<file path="config.mk">
export PLATFORM = sky130hd
export DESIGN_NAME = bus_timer_device
export DESIGN_NICKNAME = d
export VERILOG_FILES = /design/src/rtl/bus_timer_device.sv
export SDC_FILE = /design/constraint.sdc
export NUM_CORES = 1
export LEC_CHECK = 0
export CAP_MARGIN = 10
export CORE_MARGIN = 4
export CORE_UTILIZATION = 52
export CTS_CLUSTER_SIZE = 20
export DETAILED_ROUTE_END_ITERATION = 7
export GPL_ROUTABILITY_DRIVEN = 0
export PLACE_DENSITY_LB_ADDON = 0.1
export SLEW_MARGIN = 20
export SYNTH_ARGS = -nofsm -noshare
export SYNTH_HDL_FRONTEND = slang
export SYNTH_SLANG_ARGS = --single-unit
</file>
<file path="constraint.sdc">
create_clock -name CLK -period 2.35 [get_ports CLK]
set_input_delay 0.3525 -clock CLK [delete_from_list [all_inputs] [get_ports CLK]]
set_output_delay 0.3525 -clock CLK [all_outputs]
set_load 0.02 [all_outputs]
</file>
<file path="src/rtl/bus_timer_device.sv">
// Memory-mapped 64-bit machine timer (mtime/mtimecmp/level irq) on the device side of the host/device bus.
// Define BUS_TIMER_PRESCALER_EN to build the PRESCALE register and its prescale counter.
module bus_timer_device #(
  parameter int DataWidth    = 32,
  parameter int AddressWidth = 32,
  parameter int DecodeBits   = 5
) (
  input  logic                    CLK,
  input  logic                    RST_N,
  input  logic                    device_req_i,
  input  logic [AddressWidth-1:0] device_addr_i,
  input  logic                    device_we_i,
  input  logic [DataWidth/8-1:0]  device_be_i,
  input  logic [DataWidth-1:0]    device_wdata_i,
  output logic                    device_rvalid_o,
  output logic [DataWidth-1:0]    device_rdata_o,
  output logic                    device_err_o,
  output logic                    timer_irq_o
);

  localparam logic [DecodeBits-1:0] OFF_CTRL   = DecodeBits'(5'h00);
  localparam logic [DecodeBits-1:0] OFF_PRESC  = DecodeBits'(5'h04);
  localparam logic [DecodeBits-1:0] OFF_MT_LO  = DecodeBits'(5'h08);
  localparam logic [DecodeBits-1:0] OFF_MT_HI  = DecodeBits'(5'h0C);
  localparam logic [DecodeBits-1:0] OFF_CMP_LO = DecodeBits'(5'h10);
  localparam logic [DecodeBits-1:0] OFF_CMP_HI = DecodeBits'(5'h14);

  // Replace only the byte lanes whose enable is set.
  function automatic logic [DataWidth-1:0] merge_bytes(
    input logic [DataWidth-1:0]   old_val,
    input logic [DataWidth-1:0]   new_val,
    input logic [DataWidth/8-1:0] be
  );
    logic [DataWidth-1:0] res;
    res = old_val;
    for (int i = 0; i < DataWidth/8; i++) begin
      if (be[i]) begin
        res[i*8 +: 8] = new_val[i*8 +: 8];
      end else begin
        res[i*8 +: 8] = old_val[i*8 +: 8];
      end
    end
    return res;
  endfunction

  logic [DecodeBits-1:0] offset_s;
  logic                  sel_ctrl_s, sel_presc_s, sel_mt_lo_s, sel_mt_hi_s;
  logic                  sel_cmp_lo_s, sel_cmp_hi_s;
  logic                  err_s, wr_s, rd_s, tick_s;
  logic [DataWidth-1:0]  rdata_s, prescale_rd_s;
  logic [63:0]           mtime_inc_s, mtime_nxt_s;
  logic                  en_r;
  logic [63:0]           mtime_r, mtimecmp_r;
  logic                  unused_addr_s;

  assign offset_s      = device_addr_i[DecodeBits-1:0];
  assign unused_addr_s = ^device_addr_i[AddressWidth-1:DecodeBits];

  assign sel_ctrl_s   = (offset_s == OFF_CTRL);
  assign sel_presc_s  = (offset_s == OFF_PRESC);
  assign sel_mt_lo_s  = (offset_s == OFF_MT_LO);
  assign sel_mt_hi_s  = (offset_s == OFF_MT_HI);
  assign sel_cmp_lo_s = (offset_s == OFF_CMP_LO);
  assign sel_cmp_hi_s = (offset_s == OFF_CMP_HI);

  // Anything outside the six word registers (holes or misaligned) is an error.
  assign err_s = !(sel_ctrl_s | sel_presc_s | sel_mt_lo_s | sel_mt_hi_s | sel_cmp_lo_s | sel_cmp_hi_s);
  assign wr_s  = device_req_i & device_we_i & ~err_s;
  assign rd_s  = device_req_i & ~device_we_i & ~err_s;

`ifdef BUS_TIMER_PRESCALER_EN
  logic [31:0] prescale_r;
  logic [31:0] presc_cnt_r;

  assign tick_s        = en_r & (presc_cnt_r == prescale_r);
  assign prescale_rd_s = prescale_r;

  // Prescale register and divider counter; a PRESCALE write restarts the count.
  always_ff @(posedge CLK or negedge RST_N) begin
    if (!RST_N) begin
      prescale_r  <= 32'h0000_0000;
      presc_cnt_r <= 32'h0000_0000;
    end else if (wr_s && sel_presc_s) begin
      prescale_r  <= merge_bytes(prescale_r, device_wdata_i, device_be_i);
      presc_cnt_r <= 32'h0000_0000;
    end else if (tick_s) begin
      presc_cnt_r <= 32'h0000_0000;
    end else if (en_r) begin
      presc_cnt_r <= presc_cnt_r + 32'd1;
    end else begin
      presc_cnt_r <= presc_cnt_r;
    end
  end
`else
  assign tick_s        = en_r;
  assign prescale_rd_s = 32'h0000_0000;
`endif

  // Read mux of register values as they stand in the request cycle.
  always_comb begin
    rdata_s = 32'h0000_0000;
    case (offset_s)
      OFF_CTRL:   rdata_s = {31'h0, en_r};
      OFF_PRESC:  rdata_s = prescale_rd_s;
      OFF_MT_LO:  rdata_s = mtime_r[31:0];
      OFF_MT_HI:  rdata_s = mtime_r[63:32];
      OFF_CMP_LO: rdata_s = mtimecmp_r[31:0];
      OFF_CMP_HI: rdata_s = mtimecmp_r[63:32];
      default:    rdata_s = 32'h0000_0000;
    endcase
  end

  // Next mtime: full 64-bit increment first, then a bus write overrides the written half.
  always_comb begin
    mtime_inc_s = mtime_r;
    mtime_nxt_s = mtime_r;
    if (tick_s) begin
      mtime_inc_s = mtime_r + 64'd1;
    end else begin
      mtime_inc_s = mtime_r;
    end
    mtime_nxt_s = mtime_inc_s;
    if (wr_s && sel_mt_lo_s) begin
      mtime_nxt_s[31:0] = merge_bytes(mtime_inc_s[31:0], device_wdata_i, device_be_i);
    end else begin
      mtime_nxt_s[31:0] = mtime_inc_s[31:0];
    end
    if (wr_s && sel_mt_hi_s) begin
      mtime_nxt_s[63:32] = merge_bytes(mtime_inc_s[63:32], device_wdata_i, device_be_i);
    end else begin
      mtime_nxt_s[63:32] = mtime_inc_s[63:32];
    end
  end

  // Timer state: enable, counter and compare value.
  always_ff @(posedge CLK or negedge RST_N) begin
    if (!RST_N) begin
      en_r       <= 1'b0;
      mtime_r    <= 64'h0000_0000_0000_0000;
      mtimecmp_r <= 64'hFFFF_FFFF_FFFF_FFFF;
    end else begin
      mtime_r <= mtime_nxt_s;
      if (wr_s && sel_ctrl_s && device_be_i[0]) begin
        en_r <= device_wdata_i[0];
      end
      if (wr_s && sel_cmp_lo_s) begin
        mtimecmp_r[31:0] <= merge_bytes(mtimecmp_r[31:0], device_wdata_i, device_be_i);
      end
      if (wr_s && sel_cmp_hi_s) begin
        mtimecmp_r[63:32] <= merge_bytes(mtimecmp_r[63:32], device_wdata_i, device_be_i);
      end
    end
  end

  // Single-cycle bus response and registered interrupt level.
  always_ff @(posedge CLK or negedge RST_N) begin
    if (!RST_N) begin
      device_rvalid_o <= 1'b0;
      device_rdata_o  <= 32'h0000_0000;
      device_err_o    <= 1'b0;
      timer_irq_o     <= 1'b0;
    end else begin
      device_rvalid_o <= device_req_i;
      device_rdata_o  <= rd_s ? rdata_s : 32'h0000_0000;
      device_err_o    <= device_req_i & err_s;
      timer_irq_o     <= (mtime_r >= mtimecmp_r);
    end
  end

endmodule

</file>
==> Word level (Yosys, flattened, before mapping) <==
Cells that the tools add are included.
Widths: inputs -> output; s select.
{ "op_classes": {"add_sub_neg": 1, "n_mul": 0, "div_mod_pow": 0, "magnitude_cmp": 1, "n_eq_ne": 5, "shift": 0, "muxes": 13, "bitwise": 11, "reduce_logical": 16} }
{ "ops": {"columns": ["operator", "count"], "rows": [
  ["$pmux 32 s5", 1],
  ["$mux 32", 3],
  ["$add 64x1->64 const B", 1],
  ["$ge 64x64->1", 1],
  ["$mux 64", 1],
  ["$mux 8", 8],
  ["$reduce_and 2->1", 8],
  ["$eq 5x4->1 const B", 2],
  ["$eq 5x5->1 const B", 2],
  ["$logic_and 1x1->1", 6],
  ["$and 1x1->1", 5],
  ["$eq 5x3->1 const B", 1],
  ["$logic_not 5->1", 1],
  ["$or 1x1->1", 5],
  ["$logic_not 1->1", 1],
  ["$not 1->1", 1]
]} }
{ "word_totals": {"ff_bits": 164, "latchBits": 0, "ramBits": 0, "rom_bits": 0, "output_inout_bits": 35, "wordCells": 61, "memories": 0} }

==> Logic depth before layout (Yosys ltp) <==
{ "logic_depth": {"word_depth": 9, "depth_mapped": 9, "mapped_depth_nobuf": 8} }

==> Least setup slack after synthesis <==
OpenSTA, ideal clock, no wires.
{ "synth_path": {"path_type": "flip-flop to flip-flop", "from": "register mtimecmp_r[11]", "to": "register timer_irq_o", "setup_ns": 0.087, "t_arrival_ns": 2.084, "setup_slack_ns": 0.180, "path_stages_with_launch": 9, "path_buffers": 0, "cell_sequence": "dfstp_2 inv_1 ha_1 nand4_1 or4_1 a221oi_1 a2111oi_0 o211a_1 o211ai_1"} }
{ "synth_via": {"elab_chain_len": 1} }
{ "synth_lines": {"columns": ["item", "line_no", "rtl"], "rows": [
  ["start, declared", "53", "logic [63:0] mtime_r, mtimecmp_r;"],
  ["start signal, assigned", "147", "mtimecmp_r[31:0] <= merge_bytes(mtimecmp_r[31:0], device_wdata_i, device_be_i);"],
  ["$ge 64x64->1", "166", "timer_irq_o <= (mtime_r >= mtimecmp_r);"],
  ["end signal, assigned", "166", null],
  ["end, declared", "18", "output logic timer_irq_o"]
]} }
Every way passes these cells.
A chain may end at the register's enable or synchronous reset.

==> Worst setup path in the final report <==
{ "layout_path": {"from": "register mtimecmp_r[15]", "to": "register timer_irq_o"} }
The elaborated chain is that of the path after synthesis.

==> results.json <==
{
  "report.final.setup_viol": 0,
  "synth_nets": 1081,
  "remaining_drc_errors": 0,
  "yosysTopAreaCell": "dfrtp_1",
  "initial_utilization": 0.536,
  "die_w_um": 142,
  "synthCells": 944,
  "powerDensity_nw_per_um2": 685,
  "grt_use_total": 0.255,
  "endpoint_kind": "flip-flop",
  "hold_viol": 0,
  "hpwl_mm": 17.7,
  "htree_levels": 4,
  "syn_to_final_growth_pct": 23.5,
  "rr_worst_depth": 8,
  "hp-class": "in2async",
  "cp-endpoint": "timer_irq_o",
  "layout_commonest_cell": "a21oi_1",
  "cts_tree": "built",
  "period_needed_ns": 2.26,
  "slew_headroom": 0.637,
  "final_antenna_net_count": 0,
  "yosys_warnings": 0,
  "io_buffers": 79,
  "first_pass_iters": 7,
  "overflow": 0,
  "setup-tns-final_ns": 0,
  "syn_area_um2": 9370,
  "leakagePower_nw": 4.64,
  "clockBufferDepth": 2,
  "via_count": 7679,
  "grt_pass1_wl_mm": 40.5,
  "synthTopCellsByArea": "dfrtp_1 27%, dfstp_2 18%, ha_1 8.7%",
  "fmax_mhz": 442,
  "synthArstFlopShare": 1.00,
  "required_ns": 2.70,
  "synth-edff-count": 0,
  "cpMaxStageDelayCell": "or4_4",
  "core-area_um2": 17500,
  "worst_ep_arrival_time_ns": 2.61,
  "clk_pin_slew_ns": 0.06,
  "synth_top_area_frac": 0.267,
  "r2r-start": "mtimecmp_r[15]",
  "avgSynthCellArea_um2": 9.92,
  "outcome": "complete, no violations",
  "ir_worst_vdd_mv": 0.758,
  "drt-total-wl_mm": 25.0,
  "ys.flop_type": "dfrtp_1",
  "cts_buffers": 17,
  "grt_pass1_vias": 7599,
  "clock-sinks": 164,
  "cp_max_fo": 3,
  "ios": 107,
  "crit_chain": "inv_1 > ha_1 > nand4_1 > or4_4 > a221oi_4 > a2111oi_4 > o211a_1 > o211ai_1",
  "synthDistinctLibCells": 48,
  "routedWlPerCell_um": 19.1,
  "final_nets": 1210,
  "holdWs_ns": 0.428,
  "tightest_slew_ns": 0.539,
  "clk_latency_ns": 0.43,
  "clock_skew_ns": 0.00794,
  "post-route-period-util": 0.964,
  "slew_viol_final": 0,
  "critPathLaunch": "mtimecmp_r[15]",
  "critPathKind": "reg2reg",
  "grt_max_degree": 61,
  "critical_path_buf_inv_count": 1,
  "critPathLaunchType": "flip-flop",
  "placed_cell_area_um2": 10900,
  "cp_top_family": "compound AO/OA/AOI/OAI gates",
  "antenna_found_initial": 0,
  "die_h_um": 142,
  "layout-drive-gt1-share": 0.237,
  "fin_area_um2": 11600,
  "drtIter0Drc": 731,
  "diodes": 0,
  "r2r_setup_slack_ns": 0.09,
  "seq_area_frac_synth": 0.447,
  "synth-seq-cells": 164,
  "drv_cap": 0,
  "die_area_um2": 20200,
  "row_count": 48,
  "cp.depth": 8,
  "r2r_end": "timer_irq_o",
  "via_per_inst": 5.86,
  "layout_common_cells": "107 x a21oi_1, 100 x dfrtp_1, 88 x nand2_1",
  "cts_root_buffer": "clkbuf_16",
  "critPathMaxStageDelay_ns": 0.55
}
==> through the flow <==
step                       util  power (W)  worst slack, ns  cells
after floorplan               -    0.00429            0.180    944
after global placement    0.623    0.00496          0.00939   1278
after detailed placement  0.623    0.00499          -0.0697   1278
after CTS                 0.659    0.00788          0.00586   1310
after global routing      0.662    0.00833        -0.000637   1310
final                     0.662    0.00793           0.0857   1310
==> cell families (layout without fill, tap and decap cells) <==
kind of cell,Yosys count,after routing,synth area share
multiplexers,67,67,0.0804
AO/OA/AOI/OAI,180,180,0.118
flip-flops,164,164,0.447
adder cells (fa/ha/maj),65,65,0.0868
buffers and inverters,115,256,0.0494
XOR/XNOR,63,63,0.0589
AND/OR/NAND/NOR,290,290,0.160
==> what timing repair did <==
action,4_1_cts,5_1_grt
pin swaps,1,5
hold buffers,1,0
setup buffers,0,0
endpoints found under the setup margin,1,1
hold endpoints to repair,29,0
resized for setup,4,5
==> cells in the mapped netlist (7+ instances only) <==
cell type,count
a222oi_1,31
dfrtp_1,100
nand3_1,42
o21ai_0,10
xnor2_1,44
nor2_1,69
inv_1,77
nand2_1,88
a21oi_1,107
nor3_2,8
nor3_1,13
xor2_1,19
and4_1,7
dfstp_2,64
buf_2,7
and3_1,18
ha_1,65
clkbuf_1,28
o21ai_1,15
nand4_1,21
mux2_2,66
==> worst register-to-register path: stages (launching register included) <==
cell,delay [ns]
dfstp_2,0.54
inv_1,0.04
ha_1,0.29
nand4_1,0.09
or4_4,0.55
a221oi_4,0.24
a2111oi_4,0.06
o211a_1,0.22
o211ai_1,0.15
==> state kept, by name, summed over array words and instances (netlist names) <==
name / count
en_r: 1
mtime_r: 64
mtimecmp_r: 64
timer_irq_o: 1
device_rvalid_o: 1
device_err_o: 1
device_rdata_o: 32
==> worst min-delay path by stage <==
stage	start	to	slack [ns]
after floorplan	RST_N	device_err_o	0.06
final	RST_N	device_rdata_o[19]	0.43
after CTS	device_req_i	device_rvalid_o	0.43
after global placement	RST_N	device_rdata_o[19]	0.33
after detailed placement	RST_N	mtime_r[52]	0.33
after global routing	RST_N	mtime_r[51]	0.46
==> report_power, final <==
part           total, W  switching, W  internal (W)
clock           0.00286       0.00114       0.00172
sequential      0.00327      0.000236       0.00304
combinational   0.00180      0.000983      0.000817
total           0.00793       0.00236       0.00557
==> layout make-up <==
cell class                      instances  area [µm²]
Fill cell                            1421        5900
Inverter                               77         289
Tap cell                              225         282
Multi-Input combinational cell        665        4810
Sequential cell                       164        4180
Clock buffer                           22         464
Clock inverter                          9         129
Timing Repair Buffer                  148        1410
==> metal layers <==
metal | track usage | wire length [µm] | up-vias
li1 | - | - | 3619
met1 | 0.374 | 11800 | 3788
met2 | 0.386 | 11200 | 249
met3 | 0.0551 | 1580 | 23
met4 | 0.0687 | 352 | 0
met5 | 0 | 0 | -
Power figures use the tool's default switching activity.
